===== config.mk =====
export PLATFORM = sky130hd
export DESIGN_NAME = patt_serializer
export DESIGN_NICKNAME = d
export VERILOG_FILES = /design/src/rtl/patt_serializer.sv
export SDC_FILE = /design/constraint.sdc
export NUM_CORES = 1
export LEC_CHECK = 0
export ABC_AREA = 1
export CAP_MARGIN = 10
export CELL_PAD_IN_SITES_DETAIL_PLACEMENT = 1
export CELL_PAD_IN_SITES_GLOBAL_PLACEMENT = 2
export CORE_MARGIN = 2
export CORE_UTILIZATION = 31
export DETAILED_ROUTE_END_ITERATION = 7
export PLACE_DENSITY = 0.87
export SYNTH_ARGS = -nofsm -noshare
export SYNTH_HDL_FRONTEND = slang
export SYNTH_SLANG_ARGS = --single-unit

===== constraint.sdc =====
create_clock -name CLK -period 3.4 [get_ports CLK]
set_input_delay 0.51 -clock CLK [delete_from_list [all_inputs] [get_ports CLK]]
set_output_delay 0.51 -clock CLK [all_outputs]
set_load 0.05 [all_outputs]

===== src/rtl/patt_serializer.sv =====
// ---------------------------------------------------------------------------
// patt_serializer
//
// Parallel-to-serial front end for the 1101 pattern detector. WIDTH-bit words
// are accepted over a valid/ready handshake and sent one bit per CLK on x.
// x_valid, sof and last qualify each bit for downstream logging. The detector
// has no valid input, so x rests at IDLE_BIT whenever no bit is being sent.
//
// Configuration macro:
//   SER_PARITY_EN  when defined, each frame ends with one even-parity bit
//                  (x = ^word) and lasts WIDTH+1 cycles; when undefined the
//                  parity state is not built and a frame lasts WIDTH cycles.
//
// Parameters:
//   WIDTH      word width in bits (>= 2)
//   MSB_FIRST  1: din[WIDTH-1] is sent first, 0: din[0] is sent first
//   IDLE_BIT   value on x while x_valid = 0
//
// Ports:
//   CLK        in   clock, rising edge
//   RST        in   asynchronous reset, active-high
//   din        in   parallel word, sampled only on accept
//   din_valid  in   producer has a word on din
//   din_ready  out  word can be accepted this cycle (state only, low in reset)
//   x          out  serial bit, registered
//   x_valid    out  x carries a data or parity bit this cycle
//   sof        out  current bit is the first bit of a word
//   last       out  current bit is the final bit of the frame
//   busy       out  state is not IDLE
// ---------------------------------------------------------------------------
module patt_serializer #(
    parameter int WIDTH     = 8,
    parameter bit MSB_FIRST = 1'b1,
    parameter bit IDLE_BIT  = 1'b0
) (
    input  logic             CLK,
    input  logic             RST,
    input  logic [WIDTH-1:0] din,
    input  logic             din_valid,
    output logic             din_ready,
    output logic             x,
    output logic             x_valid,
    output logic             sof,
    output logic             last,
    output logic             busy
);

    // Counter only has to reach WIDTH-1 and is reloaded on every accept.
    localparam int CNT_W = (WIDTH > 2) ? $clog2(WIDTH) : 1;

    typedef enum logic [1:0] {
        S_IDLE,
        S_SHIFT
`ifdef SER_PARITY_EN
        ,
        S_PARITY
`endif
    } state_t;

    state_t             state_q, state_d;
    logic [CNT_W-1:0]   cnt_q,   cnt_d;
    logic [WIDTH-1:0]   sreg_q,  sreg_d;
    logic               x_q,       x_d;
    logic               x_valid_q, x_valid_d;
    logic               sof_q,     sof_d;
    logic               last_q,    last_d;
`ifdef SER_PARITY_EN
    logic               par_q,     par_d;
`endif

    logic ready;
    logic accept;
    logic last_data;
    logic next_bit;

    // The bit on x is cnt_q; the data phase ends when cnt_q reaches WIDTH-1.
    assign last_data = (cnt_q == CNT_W'(WIDTH - 1));

    // sreg_q holds the bits still to be sent, aligned so the next one sits
    // at the outgoing end.
    assign next_bit  = MSB_FIRST ? sreg_q[WIDTH-1] : sreg_q[0];

    // Ready depends on state only; the frame's final cycle is also ready so a
    // waiting word follows without a bubble.
    always_comb begin
        ready = 1'b0;
        unique case (state_q)
            S_IDLE:   ready = 1'b1;
`ifdef SER_PARITY_EN
            S_SHIFT:  ready = 1'b0;
            S_PARITY: ready = 1'b1;
`else
            S_SHIFT:  ready = last_data;
`endif
            default:  ready = 1'b0;
        endcase
    end

    assign din_ready = ready && !RST;
    assign accept    = din_valid && din_ready;

    // Next-state and registered-output logic.
    always_comb begin
        // NOTE: every signal gets a default before the case so no path leaves
        // one unassigned, which would otherwise infer a latch.
        state_d   = state_q;
        cnt_d     = cnt_q;
        sreg_d    = sreg_q;
        x_d       = IDLE_BIT;
        x_valid_d = 1'b0;
        sof_d     = 1'b0;
        last_d    = 1'b0;
`ifdef SER_PARITY_EN
        par_d     = par_q;
`endif

        // Continue the current frame when one is in progress.
        case (state_q)
            S_SHIFT: begin
                if (!last_data) begin
                    cnt_d     = cnt_q + CNT_W'(1);
                    x_d       = next_bit;
                    x_valid_d = 1'b1;
                    sreg_d    = MSB_FIRST ? (sreg_q << 1) : (sreg_q >> 1);
`ifndef SER_PARITY_EN
                    last_d    = (cnt_q == CNT_W'(WIDTH - 2));
`endif
                end else begin
`ifdef SER_PARITY_EN
                    state_d   = S_PARITY;
                    x_d       = par_q;
                    x_valid_d = 1'b1;
                    last_d    = 1'b1;
`else
                    state_d   = S_IDLE;
`endif
                end
            end
`ifdef SER_PARITY_EN
            S_PARITY: state_d = S_IDLE;
`endif
            S_IDLE:   state_d = S_IDLE;
            default:  state_d = S_IDLE;
        endcase

        // An accept can only happen in IDLE or the frame's final cycle, so it
        // overrides whatever the frame logic above chose.
        if (accept) begin
            state_d   = S_SHIFT;
            cnt_d     = '0;
            x_d       = MSB_FIRST ? din[WIDTH-1] : din[0];
            x_valid_d = 1'b1;
            sof_d     = 1'b1;
            last_d    = 1'b0;
            sreg_d    = MSB_FIRST ? (din << 1) : (din >> 1);
`ifdef SER_PARITY_EN
            par_d     = ^din;
`endif
        end
    end

    // NOTE: sequential state uses non-blocking assignments so every register
    // samples the pre-edge values regardless of statement order.
    always_ff @(posedge CLK or posedge RST) begin
        if (RST) begin
            state_q   <= S_IDLE;
            cnt_q     <= '0;
            sreg_q    <= '0;
            x_q       <= IDLE_BIT;
            x_valid_q <= 1'b0;
            sof_q     <= 1'b0;
            last_q    <= 1'b0;
`ifdef SER_PARITY_EN
            par_q     <= 1'b0;
`endif
        end else begin
            state_q   <= state_d;
            cnt_q     <= cnt_d;
            sreg_q    <= sreg_d;
            x_q       <= x_d;
            x_valid_q <= x_valid_d;
            sof_q     <= sof_d;
            last_q    <= last_d;
`ifdef SER_PARITY_EN
            par_q     <= par_d;
`endif
        end
    end

    assign x       = x_q;
    assign x_valid = x_valid_q;
    assign sof     = sof_q;
    assign last    = last_q;
    assign busy    = (state_q != S_IDLE);

endmodule


==> results of run 1 <==
## power by group
part / switching (mW) / internal, mW / total [mW]
logic: 0.238 / 0.123 / 0.361
clock network: 0.0516 / 0.0454 / 0.0970
registers: 0.0433 / 0.251 / 0.294
total: 0.333 / 0.419 / 0.752
## placed cells by master (no fill, tap or decap), drive strengths merged
cell	synthesis	layout
inv	5	5
o211ai	6	6
nor2	2	2
clkinv	1	1
ha	3	3
nand2	20	20
or2	1	1
clkbuf	0	4
clkdlybuf4s50	0	16
dfrtp	15	15
nand4	6	6
nand3	11	11
## flip-flops by register name (all words and copies together) (netlist names)
signal / cells
cnt_q: 3
last: 1
sof: 1
sreg_q: 7
state_q: 1
x: 1
x_valid: 1
## routing by layer
layer | up-vias | global-route usage
met4 | 0 | 0.0513
met5 | - | 0
li1 | 285 | -
met1 | 259 | 0.159
met2 | 12 | 0.226
met3 | 0 | 0.0257
## worst paths after layout
kind / from / end / slack [ns]
max in group asynchronous: RST / sreg_q[1] / 2.45
min in group asynchronous: RST / sreg_q[4] / 0.73
worst min register to register: sreg_q[6] / sreg_q[7] / 0.50
worst max-delay path: cnt_q[0] / din_ready / 0.40
worst max register to register: cnt_q[0] / sreg_q[2] / 1.81
worst min-delay path: sreg_q[6] / sreg_q[7] / 0.50
## per-stage QoR
step	utilization	setup slack (ns)	power, mW
2_1_floorplan	-	1.25	0.571
3_3_place_gp	0.398	0.752	0.652
3_5_place_dp	0.398	0.706	0.663
4_1_cts	0.410	0.379	0.766
5_1_grt	0.410	0.215	0.820
6_report	0.410	0.404	0.752
## cell type report
| cell class | instances | share of cell area |
|---|---|---|
| Sequential cell | 15 | 0.414 |
| Inverter | 6 | 0.0276 |
| Timing Repair Buffer | 16 | 0.177 |
| Tap cell | 28 | 0.0387 |
| Multi-Input combinational cell | 49 | 0.314 |
| Clock buffer | 4 | 0.0290 |
## critical path, delay by kind of cell, from the launching register on
kind	cells	cell delay [ns]
adder cells (fa/ha/maj)	2	0.31
buffers and inverters	3	1.16
flip-flops	1	0.38
AND/OR/NAND/NOR	2	0.35
## cells by family after synthesis
kind of cell | Yosys count
adders and majority gates | 3
and+or+nand+nor | 40
DFF | 15
AOI/OAI and AO/OA | 6
buffers and inverters | 10
==> impl_metrics.env, run 1 <==
export IMPL_synth_top_flop_cell="dfrtp_1"
export IMPL_synth_fa_ha_area_frac=0.0520
export IMPL_cp_max_fo=22
export IMPL_ir_worst_vdd_uv=378
export IMPL_holdWs_ns=0.501
export IMPL_cp_arrival_ns=2.49
export IMPL_grt_pass1_wl_um=2590
export IMPL_min_period_ns=3.00
export IMPL_synth_seq_area_share=0.520
export IMPL_worst_pin_slew_ns=0.493
export IMPL_first_iter_violations=7
export IMPL_dpl_cell_area_um2=880
export IMPL_clk_path_buf_depth=2
export IMPL_critPathRequiredTime_ns=2.89
export IMPL_drtAntennaViolNets=0
export IMPL_setup_tns_ns=0
export IMPL_wl_met3_um=48
export IMPL_setup_violations=0
export IMPL_syn_nets=88
export IMPL_ctsHoldBuffers=0
export IMPL_rr_worst_depth=7
export IMPL_numCtsBuffers=3
export IMPL_core_um2=2210
export IMPL_fin_area_um2=906
export IMPL_die_area_um2=2730
export IMPL_max_stage_delay_ns=0.82
export IMPL_crit_chain="ha_1, ha_1, inv_2, nand2_4, clkinv_1, nor2_1, clkdlybuf4s50_1"
export IMPL_stdcell_count=118
export IMPL_root_buffer="clkbuf_4"
export IMPL_synthSimpleGateAreaFrac=0.279
export IMPL_routabilityCongestion=0.738
export IMPL_synthTopCellsByCount="nand2_1, dfrtp_1, nand3_1, nand4_1, o211ai_1"
export IMPL_critPathKind="flip-flop to output port"
export IMPL_cts_clk_slew_worst_paths_ns=0.08
export IMPL_min_path_cells=2
export IMPL_holdCritPathClass="flip-flop to flip-flop"
export IMPL_path_common_cell="ha_1"
export IMPL_die_w_um=52.3
export IMPL_dp_cells=114
export IMPL_antenna_cells=0
export IMPL_yosys_area_top_type_share=0.520
export IMPL_initial_core_util=0.326
export IMPL_cts_tree="done"
export IMPL_synth_most_common_cell="nand2_1"
export IMPL_hold_violations=0
export IMPL_yosysWarnings=0
export IMPL_synth_seq_cells=15
export IMPL_drt_pass1_iterations=2
export IMPL_yosysTopAreaCell="dfrtp_1"
export IMPL_h_tree_depth=1
export IMPL_cap_violations=0
export IMPL_synth_top_family_by_area="simple AND/OR/NAND/NOR gates"
export IMPL_end_kind="output port"
export IMPL_fillers=266
export IMPL_rsz0062_at_grt="false"
export IMPL_fin_worst_skew_ns=0.00280
export IMPL_status="completed"
export IMPL_grt_overflow=0
export IMPL_async_flop_share=1.00
export IMPL_rows=17
export IMPL_finalMaxSlewViolations=0
export IMPL_synth_edf_count=0
export IMPL_clk_latency_ns=0.27
export IMPL_max_freq_mhz=334
export IMPL_clkSinkCount=15
export IMPL_num_io_pins=17
export IMPL_io_buffers=16
export IMPL_crit_slowest_cell="clkdlybuf4s50_1"
export IMPL_syn_area_per_cell_um2=9.76
export IMPL_power_density_nw_per_um2=831
export IMPL_vias=556
export IMPL_synth_area_um2=722
export IMPL_area_delta_synth_final_pct=25.5
export IMPL_fin_crit_sh=0.881
export IMPL_postCtsSetupRepairBufs=0
export IMPL_ys_types=16
export IMPL_synthTopCellsByArea="dfrtp_1, nand2_1, nand3_1"
export IMPL_wl_um=1480
export IMPL_leakagePower_nw=0.422
export IMPL_wl_per_cell_um=12.5
export IMPL_grt_pass1_vias=582
export IMPL_regArea_um2=375
export IMPL_final_layout_size_suffix_gt1_frac=0.0889
export IMPL_hpwlAfterDp_um=1060
export IMPL_synthMuxAreaShare=0
export IMPL_multiInputGateArea_um2=284
export IMPL_met2WireLength_um=755
export IMPL_fin_nets=105
export IMPL_track_usage=0.131
export IMPL_start_kind="flip-flop"
export IMPL_die_h_um=52.3
export IMPL_antenna_found_initial=0
export IMPL_slew_limit_headroom=0.670
export IMPL_syn_inst=74
export IMPL_synthXorXnorAreaFrac=0
export IMPL_cts_resized=0
export IMPL_route_detailed_drc=0
export IMPL_synth_compound_gate_area_share=0.0624
export IMPL_drt_met1_wl_um=671
export IMPL_highest_layer="met3"
export IMPL_vias_per_cell=4.71
export IMPL_grt_max_degree=23
(Power assumes the default switching activity.)
==> run 2, diff against run 1 <==
- CAP_MARGIN: 10 -> default
- CORE_MARGIN: 2 -> default
==> run 2 against run 1 <==
Compared with the run above: worst setup slack hardly changed; register-to-register slack about the same; final area stayed put; critical path depth is the same; critical endpoint unchanged; combinational power down 1%; utilization stayed put; maximum frequency is essentially flat; worst hold slack worse by 0.0051 ns; sequential share of layout area stayed put; sequential power about the same; clock power up 8%.
==> impl_metrics.env, run 2 (synthesized netlist as in run 1, its figures left out) <==
export IMPL_status="completed"
export IMPL_rsz0062_at_grt="false"
export IMPL_pre_cts_slack_ns=0.678
export IMPL_numCtsBuffers=3
export IMPL_worst_pin_slew_ns=0.488
export IMPL_vias_per_cell=4.86
export IMPL_largest_register="sreg_q"
export IMPL_path_common_cell="ha_1"
export IMPL_cts_clk_slew_worst_paths_ns=0.10
export IMPL_clkSinkCount=15
export IMPL_area_delta_synth_final_pct=25.5
export IMPL_io_buffers=16
export IMPL_power_density_nw_per_um2=830
export IMPL_antenna_found_initial=0
export IMPL_rrSetupSlack_ns=1.82
export IMPL_clk_path_buf_depth=2
export IMPL_crit_cells=7
export IMPL_hpwlAfterDp_um=1020
export IMPL_leakagePower_nw=0.422
export IMPL_final_layout_size_suffix_gt1_frac=0.0889
export IMPL_r2r_start="cnt_q[0]"
export IMPL_clk_latency_ns=0.29
export IMPL_switching_share=0.444
export IMPL_max_stage_delay_ns=0.81
export IMPL_finalMaxSlewViolations=0
export IMPL_rr_worst_depth=7
export IMPL_fin_crit_sh=0.881
export IMPL_cts_tree="done"
export IMPL_power_switching_uw=334
export IMPL_stdcell_count=118
export IMPL_largest_reg_flops=7
export IMPL_hold_violations=0
export IMPL_h_tree_depth=1
export IMPL_regArea_um2=375
export IMPL_end_kind="output port"
export IMPL_start_kind="flip-flop"
export IMPL_max_freq_mhz=334
export IMPL_initial_core_util=0.326
export IMPL_root_buffer="clkbuf_4"
export IMPL_crit_chain="ha_1, ha_1, inv_2, nand2_4, clkinv_1, nor2_1, clkdlybuf4s50_1"
export IMPL_min_period_ns=3.00
export IMPL_fin_nets=105
export IMPL_multiInputGateArea_um2=284
export IMPL_grt_pass1_vias=590
export IMPL_ir_worst_vdd_uv=384
export IMPL_first_iter_violations=13
export IMPL_dp_cells=114
export IMPL_pwr_share_comb=0.474
export IMPL_rows=17
export IMPL_min_path_cells=2
export IMPL_die_w_um=50.3
export IMPL_ctsHoldBuffers=0
export IMPL_holdCritPathClass="flip-flop to flip-flop"
export IMPL_num_io_pins=17
export IMPL_top_regs="sreg_q: 7 flops, cnt_q: 3 flops"
export IMPL_critPathKind="flip-flop to output port"
export IMPL_total_power_uw=752
export IMPL_die_h_um=50.3
export IMPL_routabilityCongestion=0.724
export IMPL_setup_tns_ns=0
export IMPL_clkPwrFrac=0.139
export IMPL_cp_max_fo=22
export IMPL_wl_um=1470
export IMPL_grt_max_degree=23
export IMPL_grt_overflow=0
export IMPL_endpoint="din_ready"
export IMPL_setup_violations=0
export IMPL_r2r_end="sreg_q[2]"
export IMPL_wl_per_cell_um=12.4
export IMPL_die_area_um2=2530
export IMPL_fin_worst_skew_ns=0.00709
export IMPL_track_usage=0.140
export IMPL_cap_violations=0
export IMPL_critPathRequiredTime_ns=2.89
export IMPL_antenna_cells=0
export IMPL_cts_resized=0
export IMPL_drtAntennaViolNets=0
export IMPL_final_cell_mix="nand2_1, clkdlybuf4s50_1, dfrtp_1, nand3_1"
export IMPL_fillers=277
export IMPL_worst_slack_ns=0.404
export IMPL_route_detailed_drc=0
export IMPL_fin_area_um2=906
export IMPL_drt_pass1_iterations=4
export IMPL_cp_arrival_ns=2.49
export IMPL_grt_pass1_wl_um=2600
export IMPL_seqPwrFrac=0.387
export IMPL_dpl_cell_area_um2=880
export IMPL_path_delay_family="buffers and inverters"
export IMPL_core_um2=2210
export IMPL_cp_num_buf_inv=3
export IMPL_postCtsSetupRepairBufs=0
export IMPL_internal_power_uw=418
export IMPL_vias=574
export IMPL_crit_slowest_cell="clkdlybuf4s50_1"
export IMPL_slew_limit_headroom=0.673
export IMPL_startpoint="cnt_q[0]"
export IMPL_layout_commonest_cell="nand2_1"
run 2: tightest hold or removal path, delay by kind of cell, from the launching register on:
kind	cells	cell delay (ns)
flip-flops	1	0.36
AND/OR/NAND/NOR	2	0.10
run 2: per-layer routing:
metal  wire, µm  global-route usage  vias up  share of wire
met2        719               0.247       15           0.49
met5          0                   0        -              0
met3         52              0.0273        3          0.035
met4         23              0.0714        0          0.016
li1           -                   -      286              -
met1        671               0.159      270           0.46
run 2: how the worst min path moves through the flow:
stage                     slack [ns]  startpoint   endpoint
after detailed placement        0.48   sreg_q[7]          x
final                           0.50   sreg_q[7]          x
after floorplan                 0.44         RST   cnt_q[0]
after global placement          0.49   sreg_q[6]  sreg_q[7]
after CTS                       0.50   sreg_q[7]          x
after global routing            0.55   sreg_q[4]  sreg_q[5]
run 2: area by class of cell:
cell class                 count  area share
sequential                    15       0.414
multi-input combinational     49       0.314
timing repair buffer          16       0.177
tap                           28      0.0387
clock buffer                   4      0.0290
inverter                       6      0.0276
run 2: per-stage QoR:
step | hold slack (ns) | utilization
4_1_cts | 0.500 | 0.410
5_1_grt | 0.548 | 0.410
3_3_place_gp | 0.487 | 0.398
3_5_place_dp | 0.477 | 0.398
6_report | 0.496 | 0.410
2_1_floorplan | 0.441 | -
run 2: power groups by stage:
stage               logic, mW  registers, mW  clock network (mW)
finish                  0.356          0.291               0.105
global route            0.406          0.302               0.118
CTS                     0.363          0.293               0.112
detailed placement      0.361          0.296                   0
global placement        0.358          0.294                   0
floorplan               0.211          0.361                   0
==> RTL change (settings of run 2) <==
The parameter `IDLE_BIT` goes from 1'b0 to 1'b1.
--- a/src/rtl/patt_serializer.sv
+++ b/src/rtl/patt_serializer.sv
@@ -33,3 +33,3 @@
     parameter bit MSB_FIRST = 1'b1,
-    parameter bit IDLE_BIT  = 1'b0
+    parameter bit IDLE_BIT  = 1'b1
 ) (
Formal check against the unedited RTL: not equivalent (Yosys sat finds a counterexample within 4 cycles, from zero or initial values and one cycle with RST high).
==> RTL change against run 2 <==
Non-clock buffer count stayed put; hold slack improved by 11 ps; register-to-register slack improved by 110 ps; fmax rose by 7.2%; area after synthesis is 0.87% higher; critical endpoint unchanged; combinational power rose by 3%; sequential cell count unchanged; routed wire length is 2.4% lower; count of clock-buffer cells in the layout stayed put; largest power group unchanged; setup slack gained 200 ps; design area up 0.69%; largest cell class unchanged; total power increased by 1.4%.
==> RTL change: results (changes against run 2) <==
[clock_tree]
root_buffer = clkbuf_4
cts_buffer_depth = 2  ; unchanged
clkTransAtPathRegs_ps = 90
cts_setup_buffers = 0  ; unchanged
cts_buffers = 3  ; unchanged
clkLatencyLatePin_ps = 270  ; -20 ps
ctsResizeCount = 0  ; unchanged

[power]
p_leak_nw = 0.421  ; -0.14%
max-vdd-ir-drop_v = 0.000356  ; -7.4%
p_sw_uw = 337  ; +0.73%
seq_power_share_pct = 39.2  ; +0.5 points
powerComb_uw = 365  ; +3%

[final_layout]
largest_registers = sreg_q: 7 flops, cnt_q: 3 flops
n_fill_cell = 277  ; unchanged
drive_gt1_share_pct = 10.0  ; +1.1 points
n_antenna_cell = 0  ; unchanged
nNetsFinal = 105  ; unchanged

[placement]
dp_hpwl_um = 1040  ; +2.7%
dpl-instance-area_sq_um = 886  ; +0.71%
gp_congestion = 0.731  ; +0.91%
port-buffer-count = 16  ; unchanged

[critical_path]
reg2reg_to = sreg_q[1]
slowest_delay_ps = 810  ; about the same
worstPathArrival_ps = 2290  ; -200 ps
crit_fanout = 23  ; +4.5%
rrSetupSlack_ps = 1930  ; +110 ps
r2r_cells = 8  ; +1

[routing]
initialDrtViolationCount = 8  ; -5
drt-vias-per-instance = 4.87  ; +0.17%
wl_per_cell_um = 12.1  ; -2.4%
first_pass_iters = 4  ; unchanged
wl_um = 1430  ; -2.4%

[global_routing]
grtUsageTotal_pct = 12.9  ; -1.1 points
grt_pass1_vias = 533  ; -9.7%
antenna_found_initial = 0  ; unchanged
grt_pass1_wl_um = 2400  ; -7.7%
grt_start_max_net_pins = 24  ; +4.3%

[hold_path]
hp-start = sreg_q[1]
whs_endpoint = sreg_q[2]
hp-class = flip-flop to flip-flop

[logic_synthesis]
syn_inst = 74  ; unchanged
muxShareOfSynthArea_pct = 0  ; unchanged
synthTopCellsByArea = dfrtp_1 48%, nand2_1 8.2%, nand3_1 6.9%
yosysUniqueCellTypes = 16  ; unchanged
async_reset_ff_share_pct = 100  ; unchanged
yosys.area_share.adder_pct = 5.15  ; -0.045 points
synth-xor-area-share_pct = 0  ; unchanged
synth_compound_area_share_pct = 6.19  ; -0.054 points
seq_area_frac_synth_pct = 51.7  ; -0.27 points
syn-num-nets = 88  ; unchanged
synth_common_cells = 16 x nand2_1, 14 x dfrtp_1, 10 x nand3_1, 6 x nand4_1, 6 x o211ai_1

[sta]
relSlewSlack_pct = 67.2  ; -0.18 points
drv_slew = 0  ; unchanged
worst_clock_skew_ps = 5.80  ; -1.29 ps

[run_status]
run_status = finished clean

[RTL change: cell count changes after synthesis, sizes merged]
cell	change
nand2	-3
nor2	+3
clkinv	-1
dfrtp	-1
dfstp	+1
inv	+1
[RTL change: worst max-delay path by stage]
| stage | from | endpoint |
|---|---|---|
| after floorplan | state_q[0] | din_ready |
| after global placement | RST | din_ready |
| after detailed placement | RST | din_ready |
| after CTS | cnt_q[1] | din_ready |
| after global routing | cnt_q[1] | din_ready |
| final | cnt_q[0] | din_ready |
[RTL change: kinds of logic (layout without fill, tap and decap cells)]
kind of cell / Yosys count / in the layout
buf+inv: 10 / 26
simple gates: 40 / 40
fa+ha+maj: 3 / 3
compound gates: 6 / 6
flops: 15 / 15
[RTL change: layout make-up]
class,instances,area [sq um],area share [%]
flip-flops and latches,15,377,41.3
multi-input cells,49,284,31.1
repair buffers,16,160,17.6
well taps,28,35.0,3.84
inverters,6,30.0,3.29
clock buffers,4,26.3,2.88
[RTL change: routing by layer]
layer / vias up / GRT usage, % / share of wire, %
met5: - / 0 / 0
met4: 0 / 6.94 / 1.6
met3: 2 / 2.73 / 2.4
met2: 8 / 20.2 / 49
met1: 280 / 16.6 / 47
li1: 285 / - / -
[RTL change: tightest hold or removal path, delay by kind of cell (launching register included)]
kind	cells	cell delay (ps)
flip-flops	1	350
AND/OR/NAND/NOR	2	130
[RTL change: metrics by stage]
| step | total power, mW | hold slack [ps] | worst slack (ps) | utilization [%] |
|---|---|---|---|---|
| floorplan | 0.581 | 413 | 1400 | - |
| global placement | 0.663 | 481 | 775 | 40.0 |
| detailed placement | 0.676 | 492 | 763 | 40.0 |
| CTS | 0.779 | 514 | 563 | 41.2 |
| global route | 0.828 | 542 | 431 | 41.2 |
| finish | 0.763 | 507 | 605 | 41.2 |
